--- src/rtl/mem_wb_pkg.sv ---
// rtl/mem_wb_pkg.sv - shared widths and FSM state encoding for the mem/wb stage
package mem_wb_pkg;

  localparam int IMMEDIATE_WIDTH_DEF   = 16;
  localparam int DATA_WIDTH_DEF        = 64;
  localparam int REG_INDEX_BITS_DEF    = 5;
  localparam int THREAD_INDEX_BITS_DEF = 3;
  localparam int ADDR_WIDTH_DEF        = 16;

  typedef logic [1:0] state_t;

  localparam logic [1:0] ST_IDLE = 2'd0;
  localparam logic [1:0] ST_REQ  = 2'd1;
  localparam logic [1:0] ST_RSP  = 2'd2;
  localparam logic [1:0] ST_WB   = 2'd3;

endpackage

--- src/rtl/mem_wb_stage_if.sv ---
// rtl/mem_wb_stage_if.sv - ex2 input, data-memory and writeback signals of the mem/wb stage
interface mem_wb_stage_if
  import mem_wb_pkg::*;
#(
  parameter int IMMEDIATE_WIDTH   = IMMEDIATE_WIDTH_DEF,
  parameter int DATA_WIDTH        = DATA_WIDTH_DEF,
  parameter int REG_INDEX_BITS    = REG_INDEX_BITS_DEF,
  parameter int THREAD_INDEX_BITS = THREAD_INDEX_BITS_DEF,
  parameter int ADDR_WIDTH        = ADDR_WIDTH_DEF
) ();

  logic                         in_valid;
  logic                         in_ready;
  logic                         in_increment_flag;
  logic                         in_load_word_flag;
  logic                         in_store_word_flag;
  logic [IMMEDIATE_WIDTH-1:0]   in_immediate;
  logic [THREAD_INDEX_BITS-1:0] in_thread_index;
  logic [REG_INDEX_BITS-1:0]    in_reg_index;
  logic [DATA_WIDTH-1:0]        in_data;

  logic                         mem_req_valid;
  logic                         mem_req_ready;
  logic                         mem_req_write;
  logic [ADDR_WIDTH-1:0]        mem_req_addr;
  logic [DATA_WIDTH-1:0]        mem_req_wdata;
  logic                         mem_rsp_valid;
  logic [DATA_WIDTH-1:0]        mem_rsp_rdata;

  logic                         wb_valid;
  logic [THREAD_INDEX_BITS-1:0] wb_thread_index;
  logic [REG_INDEX_BITS-1:0]    wb_reg_index;
  logic [DATA_WIDTH-1:0]        wb_data;
  logic                         err_flags;

  modport slave (
    input  in_valid, in_increment_flag, in_load_word_flag, in_store_word_flag,
    input  in_immediate, in_thread_index, in_reg_index, in_data,
    output in_ready,
    output mem_req_valid, mem_req_write, mem_req_addr, mem_req_wdata,
    input  mem_req_ready, mem_rsp_valid, mem_rsp_rdata,
    output wb_valid, wb_thread_index, wb_reg_index, wb_data, err_flags
  );

  modport master (
    output in_valid, in_increment_flag, in_load_word_flag, in_store_word_flag,
    output in_immediate, in_thread_index, in_reg_index, in_data,
    input  in_ready,
    input  mem_req_valid, mem_req_write, mem_req_addr, mem_req_wdata,
    output mem_req_ready, mem_rsp_valid, mem_rsp_rdata,
    input  wb_valid, wb_thread_index, wb_reg_index, wb_data, err_flags
  );

endinterface

--- src/rtl/sign_extender.sv ---
// rtl/sign_extender.sv - replicate the top bit of a narrow field into a wider word
module sign_extender #(
  parameter int IN_WIDTH  = 16,
  parameter int OUT_WIDTH = 64
) (
  input  logic [IN_WIDTH-1:0]  value,
  output logic [OUT_WIDTH-1:0] extended
);

  assign extended = {{(OUT_WIDTH - IN_WIDTH){value[IN_WIDTH-1]}}, value};

endmodule

--- src/rtl/mem_wb_stage.sv ---
// rtl/mem_wb_stage.sv - load/store execution against data memory and registered register-file writeback
module mem_wb_stage
  import mem_wb_pkg::*;
#(
  parameter int IMMEDIATE_WIDTH   = IMMEDIATE_WIDTH_DEF,
  parameter int DATA_WIDTH        = DATA_WIDTH_DEF,
  parameter int REG_INDEX_BITS    = REG_INDEX_BITS_DEF,
  parameter int THREAD_INDEX_BITS = THREAD_INDEX_BITS_DEF,
  parameter int ADDR_WIDTH        = ADDR_WIDTH_DEF
) (
  input logic           clk,
  input logic           reset,
  mem_wb_stage_if.slave bus
);

  state_t                       state;
  logic                         accept;
  logic                         is_load;
  logic                         is_mem;
  logic [DATA_WIDTH-1:0]        imm_ext;

  logic                         req_write;
  logic [ADDR_WIDTH-1:0]        req_addr;
  logic [DATA_WIDTH-1:0]        req_wdata;
  logic [THREAD_INDEX_BITS-1:0] pend_thread;
  logic [REG_INDEX_BITS-1:0]    pend_reg;

  logic [THREAD_INDEX_BITS-1:0] wb_thread_q;
  logic [REG_INDEX_BITS-1:0]    wb_reg_q;
  logic [DATA_WIDTH-1:0]        wb_data_q;
  logic                         err_q;
  logic                         unused_ok;

  sign_extender #(
    .IN_WIDTH  (IMMEDIATE_WIDTH),
    .OUT_WIDTH (DATA_WIDTH)
  ) u_sign_extender (
    .value    (bus.in_immediate),
    .extended (imm_ext)
  );

  // A load+store combination resolves as a load; the increment flag needs no distinct path.
  assign is_load   = bus.in_load_word_flag;
  assign is_mem    = bus.in_load_word_flag | bus.in_store_word_flag;
  assign unused_ok = ^{imm_ext[DATA_WIDTH-1:ADDR_WIDTH], bus.in_increment_flag};

  assign bus.in_ready = (state == ST_IDLE) || (state == ST_WB);
  assign accept       = bus.in_valid && bus.in_ready;

  assign bus.mem_req_valid = (state == ST_REQ);
  assign bus.mem_req_write = bus.mem_req_valid & req_write;
  assign bus.mem_req_addr  = bus.mem_req_valid ? req_addr  : '0;
  assign bus.mem_req_wdata = bus.mem_req_valid ? req_wdata : '0;

  assign bus.wb_valid        = (state == ST_WB);
  assign bus.wb_thread_index = wb_thread_q;
  assign bus.wb_reg_index    = wb_reg_q;
  assign bus.wb_data         = wb_data_q;
  assign bus.err_flags       = err_q;

  always_ff @(posedge clk) begin
    if (reset) begin
      state       <= ST_IDLE;
      req_write   <= 1'b0;
      req_addr    <= '0;
      req_wdata   <= '0;
      pend_thread <= '0;
      pend_reg    <= '0;
      wb_thread_q <= '0;
      wb_reg_q    <= '0;
      wb_data_q   <= '0;
      err_q       <= 1'b0;
    end else begin
      case (state)
        ST_REQ: begin
          if (bus.mem_req_ready) begin
            state <= req_write ? ST_IDLE : ST_RSP;
          end
        end
        ST_RSP: begin
          if (bus.mem_rsp_valid) begin
            state       <= ST_WB;
            wb_thread_q <= pend_thread;
            wb_reg_q    <= pend_reg;
            wb_data_q   <= bus.mem_rsp_rdata;
          end
        end
        default: begin
          // IDLE and WB both accept; WB falls back to IDLE when nothing arrives.
          if (accept) begin
            if (is_mem) begin
              state       <= ST_REQ;
              req_write   <= ~is_load;
              req_addr    <= is_load ? bus.in_data[ADDR_WIDTH-1:0] : imm_ext[ADDR_WIDTH-1:0];
              req_wdata   <= bus.in_data;
              pend_thread <= bus.in_thread_index;
              pend_reg    <= bus.in_reg_index;
              if (bus.in_load_word_flag && bus.in_store_word_flag) begin
                err_q <= 1'b1;
              end
            end else begin
              state       <= ST_WB;
              wb_thread_q <= bus.in_thread_index;
              wb_reg_q    <= bus.in_reg_index;
              wb_data_q   <= bus.in_data;
            end
          end else begin
            state <= ST_IDLE;
          end
        end
      endcase
    end
  end

endmodule

--- src/flat_wrapper.sv ---
// flat-port wrapper written by rule: the top's interface ports become plain ports
module mem_wb_stage_flat import mem_wb_pkg::*;
#(
  parameter int IMMEDIATE_WIDTH   = IMMEDIATE_WIDTH_DEF,
  parameter int DATA_WIDTH        = DATA_WIDTH_DEF,
  parameter int REG_INDEX_BITS    = REG_INDEX_BITS_DEF,
  parameter int THREAD_INDEX_BITS = THREAD_INDEX_BITS_DEF,
  parameter int ADDR_WIDTH        = ADDR_WIDTH_DEF
)
  (clk, reset, bus_in_valid, bus_in_increment_flag, bus_in_load_word_flag, bus_in_store_word_flag, bus_in_immediate, bus_in_thread_index, bus_in_reg_index, bus_in_data, bus_in_ready, bus_mem_req_valid, bus_mem_req_write, bus_mem_req_addr, bus_mem_req_wdata, bus_mem_req_ready, bus_mem_rsp_valid, bus_mem_rsp_rdata, bus_wb_valid, bus_wb_thread_index, bus_wb_reg_index, bus_wb_data, bus_err_flags);
  mem_wb_stage_if #(.IMMEDIATE_WIDTH(IMMEDIATE_WIDTH), .DATA_WIDTH(DATA_WIDTH), .REG_INDEX_BITS(REG_INDEX_BITS), .THREAD_INDEX_BITS(THREAD_INDEX_BITS), .ADDR_WIDTH(ADDR_WIDTH)) bus_i ();
  input logic clk;
  input logic reset;
  input wire logic [$bits(bus_i.in_valid)-1:0] bus_in_valid;
  input wire logic [$bits(bus_i.in_increment_flag)-1:0] bus_in_increment_flag;
  input wire logic [$bits(bus_i.in_load_word_flag)-1:0] bus_in_load_word_flag;
  input wire logic [$bits(bus_i.in_store_word_flag)-1:0] bus_in_store_word_flag;
  input wire logic [$bits(bus_i.in_immediate)-1:0] bus_in_immediate;
  input wire logic [$bits(bus_i.in_thread_index)-1:0] bus_in_thread_index;
  input wire logic [$bits(bus_i.in_reg_index)-1:0] bus_in_reg_index;
  input wire logic [$bits(bus_i.in_data)-1:0] bus_in_data;
  output wire logic [$bits(bus_i.in_ready)-1:0] bus_in_ready;
  output wire logic [$bits(bus_i.mem_req_valid)-1:0] bus_mem_req_valid;
  output wire logic [$bits(bus_i.mem_req_write)-1:0] bus_mem_req_write;
  output wire logic [$bits(bus_i.mem_req_addr)-1:0] bus_mem_req_addr;
  output wire logic [$bits(bus_i.mem_req_wdata)-1:0] bus_mem_req_wdata;
  input wire logic [$bits(bus_i.mem_req_ready)-1:0] bus_mem_req_ready;
  input wire logic [$bits(bus_i.mem_rsp_valid)-1:0] bus_mem_rsp_valid;
  input wire logic [$bits(bus_i.mem_rsp_rdata)-1:0] bus_mem_rsp_rdata;
  output wire logic [$bits(bus_i.wb_valid)-1:0] bus_wb_valid;
  output wire logic [$bits(bus_i.wb_thread_index)-1:0] bus_wb_thread_index;
  output wire logic [$bits(bus_i.wb_reg_index)-1:0] bus_wb_reg_index;
  output wire logic [$bits(bus_i.wb_data)-1:0] bus_wb_data;
  output wire logic [$bits(bus_i.err_flags)-1:0] bus_err_flags;
  assign bus_i.in_valid = bus_in_valid;
  assign bus_i.in_increment_flag = bus_in_increment_flag;
  assign bus_i.in_load_word_flag = bus_in_load_word_flag;
  assign bus_i.in_store_word_flag = bus_in_store_word_flag;
  assign bus_i.in_immediate = bus_in_immediate;
  assign bus_i.in_thread_index = bus_in_thread_index;
  assign bus_i.in_reg_index = bus_in_reg_index;
  assign bus_i.in_data = bus_in_data;
  assign bus_in_ready = bus_i.in_ready;
  assign bus_mem_req_valid = bus_i.mem_req_valid;
  assign bus_mem_req_write = bus_i.mem_req_write;
  assign bus_mem_req_addr = bus_i.mem_req_addr;
  assign bus_mem_req_wdata = bus_i.mem_req_wdata;
  assign bus_i.mem_req_ready = bus_mem_req_ready;
  assign bus_i.mem_rsp_valid = bus_mem_rsp_valid;
  assign bus_i.mem_rsp_rdata = bus_mem_rsp_rdata;
  assign bus_wb_valid = bus_i.wb_valid;
  assign bus_wb_thread_index = bus_i.wb_thread_index;
  assign bus_wb_reg_index = bus_i.wb_reg_index;
  assign bus_wb_data = bus_i.wb_data;
  assign bus_err_flags = bus_i.err_flags;
  mem_wb_stage #(.IMMEDIATE_WIDTH(IMMEDIATE_WIDTH), .DATA_WIDTH(DATA_WIDTH), .REG_INDEX_BITS(REG_INDEX_BITS), .THREAD_INDEX_BITS(THREAD_INDEX_BITS), .ADDR_WIDTH(ADDR_WIDTH)) u_core (.clk(clk), .reset(reset), .bus(bus_i));
endmodule
--- config.mk ---
export PLATFORM = sky130hd
export DESIGN_NAME = mem_wb_stage_flat
export DESIGN_NICKNAME = d
export VERILOG_FILES = /design/src/rtl/mem_wb_pkg.sv /design/src/rtl/mem_wb_stage_if.sv /design/src/rtl/sign_extender.sv /design/src/rtl/mem_wb_stage.sv /design/src/flat_wrapper.sv
export SDC_FILE = /design/constraint.sdc
export NUM_CORES = 1
export LEC_CHECK = 0
export ABC_AREA = 0
export BUFFER_PORTS_ARGS = -buffer_cell sky130_fd_sc_hd__buf_2
export CAP_MARGIN = 20
export CELL_PAD_IN_SITES_DETAIL_PLACEMENT = 1
export CELL_PAD_IN_SITES_GLOBAL_PLACEMENT = 1
export CORE_MARGIN = 3
export CORE_UTILIZATION = 38
export CTS_CLUSTER_SIZE = 24
export DETAILED_ROUTE_END_ITERATION = 10
export MAX_ROUTING_LAYER = met4
export PLACE_DENSITY_LB_ADDON = 0.25
export RECOVER_POWER = 50
export SLEW_MARGIN = 0
export SYNTH_ARGS = -nofsm -noshare
export SYNTH_HDL_FRONTEND = slang
export SYNTH_SLANG_ARGS = --single-unit
--- constraint.sdc ---
create_clock -name clk -period 4 [get_ports clk]
set_input_delay 0.8 -clock clk [delete_from_list [all_inputs] [get_ports clk]]
set_output_delay 0.8 -clock clk [all_outputs]
set_load 0.01 [all_outputs]
==> qor.log <==
qor: synthesis.number_of_flops_mapped_to_enable_cells_by_yosys 0
qor: drt.avg_wl_per_cell 16.9 um
qor: pwr.vdd.ir_drop.worst 0.317 mV
qor: synthesis.synthCells 896
qor: synthesis.yosysWarningCount 0
qor: timing.timing.max_slew.rel_slack -5.37%
qor: timing.totalNegativeSetupSlack 0 ns
qor: worst_setup_path.rrSetupSlack 1.42 ns
qor: synthesis.fraction_of_registers_with_async_set_reset 0%
qor: placed_design.routabilityCongestion 0.760
qor: clocking.worst_skew_pair.late_latency 0.42 ns
qor: worst_setup_path.cp.required 4.33 ns
qor: worst_hold_path.worstHoldPathType register to register
qor: worst_setup_path.cell_with_the_biggest_individual_delay_on_the_critical_path clkbuf_1
qor: worst_setup_path.critPathArrivalTime 3.38 ns
qor: worst_setup_path.largest_fanout_on_the_critical_path 56
qor: timing.worst_clock_skew 0.0114 ns
qor: grt.grt_max_degree 68
qor: synthesis.post_synth_instance_area 7840 um^2
qor: drt.detail_routed_via_count_per_cell 4.89
qor: synthesis.netlist_top_cells_count dfxtp_1, nand2_1, mux2i_1, nor2_1, and2_1
qor: timing.timing_hold_violations_final 0
qor: drt.drc 0
qor: pwr.p_leak 4.46 nW
qor: worst_setup_path.critPathTopFamily buffers and inverters
qor: worst_setup_path.cp_num_buf_inv 2
qor: synthesis.synthFlopType dfxtp_1
qor: clocking.post_cts_hold_buffer_count 0
qor: grt.first_global_vias 7,263
qor: clocking.cts.repair_timing.setup_buffer_count 0
qor: synthesis.postSynthRegisterBits 164
qor: floorplanning.die_w 150 um
qor: placed_design.dpl_cell_area 9580 um^2
qor: clocking.clkSinkCount 164
qor: drt.routed_wl 24,600 um
qor: synthesis.synth_top_cell_area_share 41.9%
qor: worst_setup_path.worst_setup_path_end_kind register
qor: placed_design.post-place-cells 1,416
qor: drt.drt-initial-drc-count 176
qor: timing.period_share 76.4%
qor: drt.top_layer_used met4
qor: timing.finalSetupViolations 0
qor: placed_design.post_dp_hpwl 17,500 um
qor: worst_setup_path.cp_slowest_stage_delay 1.12 ns
qor: timing.finalWorstPathRequiredPeriod 3.06 ns
qor: worst_setup_path.timing.critical_path.cells clkbuf_1, o211a_4, buf_12, nor2_1, a211oi_1
qor: clocking.number_of_gates_resized_after_cts 0
qor: drt.antenna_violating_nets_post_route 0
qor: clocking.cts_root_buf clkbuf_16
qor: drt.wl_met1 10,000 um
qor: floorplanning.die_outline_area 22,400 um^2
qor: floorplanning.core-area 19,800 um^2
qor: floorplanning.die-height 150 um
qor: synthesis.count_of_distinct_cell_types_in_the_synthesized_netlist 27
qor: synthesis.synthMostInstantiatedCell dfxtp_1
qor: worst_setup_path.crit_path_end u_core.req_addr[10]
qor: pwr.power_density 586 nW/um^2
qor: worst_setup_path.worstRegToRegCells 6
qor: grt.grt_antenna_before_repair 4
qor: worst_setup_path.cp-start-kind input port
qor: timing.drv_slew 23
qor: finish.finalNetCount 1,334
qor: clocking.ctsLongestPathBuffers 2
qor: drt.detailedRoute.firstPassIterationCount 4
qor: synthesis.synth_area_leaders dfxtp_1, mux2i_1, mux2_2
qor: clocking.numCtsBuffers 17
qor: finish.final-instance-count-excl-fill 1,452
qor: worst_setup_path.critical_path_class input port to register
qor: grt.grt_pass1_wl 37,800 um
qor: floorplanning.pin_count 317
qor: floorplanning.start_util 39.5%
qor: worst_setup_path.cell_depth_of_the_worst_setup_path 5
qor: timing.timing_worst_slew_pin_value 1.58 ns
qor: finish.syn_to_layout_area_delta 28.6%
qor: drt.route.vias.total 7,097
qor: clocking.htreeDepth 4
qor: clocking.clock_pin_slew_reported_for_the_worst_setup_and_hold_paths_after_clock_tree_synthesis 0.07 ns
qor: grt.overflow 0
qor: finish.final_layout_size_suffix_gt1_share 29.9%
qor: run_status.violations max-capacitance violations, max-slew violations
qor: floorplanning.placementRows 51
qor: drt.detailroute.wirelength.met3 1780 um
qor: worst_setup_path.worst_r2r_startpoint u_core.state[0]
qor: run_status.result_of_the_run finished with violations
qor: synthesis.synth_fp_nets 1,060
qor: synthesis.synth.yosys.seq_area_share 41.9%
qor: job.maxCapViolations 1
qor: worst_setup_path.timing.rr.end u_core.bus.wb_data[25]
qor: drt.met2WireLength 12,400 um
qor: clocking.clock_tree_from_tritoncts yes
qor: worst_setup_path.crit_path_start bus_in_load_word_flag
qor: timing.achievable-frequency 327 MHz
qor: synthesis.synth_area_leader_cell dfxtp_1
qor: timing.rsz0062_at_grt false
qor: synthesis.post_synth.cell_area_avg 8.74 um^2
qor: placed_design.port-buffer-count 315
qor: finish.postLayoutCellArea 10,100 um^2
qor: grt.grt_usage 21.9%
## kinds of logic (layout without fill, tap and decap cells)
family,count (synthesis),after routing,synth area share (%)
and+or+nand+nor,391,391,23.8
muxes,161,161,21.7
AOI/OAI and AO/OA,100,100,7.49
adders and majority gates,4,4,0.639
buffers and inverters,76,363,4.42
other,0,4,0
DFF,164,164,41.9
## worst min-delay path by stage
| stage | startpoint | endpoint | slack, ns | depth (start not counted) |
|---|---|---|---|---|
| 2_1_floorplan | u_core.req_wdata[0] | u_core.req_wdata[0] | 0.43 | 2 |
| 3_3_place_gp | u_core.req_wdata[50] | u_core.req_wdata[50] | 0.44 | 2 |
| 3_5_place_dp | u_core.req_wdata[12] | u_core.req_wdata[12] | 0.44 | 2 |
| 4_1_cts | u_core.req_wdata[31] | u_core.req_wdata[31] | 0.45 | 2 |
| 5_1_grt | u_core.req_wdata[13] | u_core.req_wdata[13] | 0.47 | 2 |
| 6_report | u_core.req_wdata[31] | u_core.req_wdata[31] | 0.45 | 2 |
## stage by stage
stage               worst slack, ns  hold slack (ns)  utilization (%)  total power [mW]
floorplan                      1.85            0.432                -              3.65
global placement               1.26            0.437             48.3              4.33
detailed placement             1.18            0.443             48.3              4.40
CTS                           0.907            0.452             51.2              6.04
global route                  0.774            0.472             50.8              6.29
finish                        0.944            0.451             50.8              5.90
## worst min-delay path, delay by kind of cell, from the launching register on
family           cells  cell delay [ns]
AO/OA/AOI/OAI        1             0.05
AND/OR/NAND/NOR      1             0.05
flip-flops           1             0.30
## layout by cell type (no fill, tap or decap), types with 2 or more instances in the layout
cell | Yosys | routed
clkbuf_16 | 0 | 17
inv_6 | 0 | 3
a211oi_1 | 17 | 17
a311oi_1 | 2 | 2
buf_4 | 3 | 9
buf_2 | 16 | 238
mux2i_1 | 89 | 89
diode_2 | 0 | 4
mux2_1 | 6 | 6
clkbuf_8 | 0 | 2
buf_12 | 0 | 4
nor2_1 | 89 | 89
a21oi_1 | 74 | 74
clkinvlp_4 | 0 | 3
nand2b_1 | 2 | 2
ha_1 | 4 | 2
nand2_1 | 145 | 145
inv_1 | 3 | 3
dfxtp_1 | 164 | 164
nor2b_1 | 73 | 73
and2_1 | 81 | 81
mux2_2 | 66 | 66
clkbuf_1 | 39 | 77
clkinv_4 | 0 | 3
## power breakdown
part	internal, mW	switching (mW)	total, mW
Combinational	0.906	1.24	2.14
Sequential	1.98	0.162	2.15
Clock	0.903	0.711	1.61
## layer usage
layer | vias to the layer above | track usage [%]
li1 | 3492 | -
met1 | 3376 | 24.5
met2 | 205 | 38.1
met3 | 24 | 6.45
met4 | 0 | 6.18
met5 | - | -
## final cells by class
| class | count | area, um^2 |
|---|---|---|
| Sequential cell | 164 | 3280 |
| Inverter | 3 | 11.3 |
| Tap cell | 265 | 332 |
| Antenna cell | 4 | 10.0 |
| Fill cell | 2473 | 9770 |
| Multi-Input combinational cell | 656 | 4230 |
| Clock buffer | 20 | 457 |
| Clock inverter | 12 | 121 |
| Timing Repair Buffer | 328 | 1640 |
(Power assumes the default switching activity.)
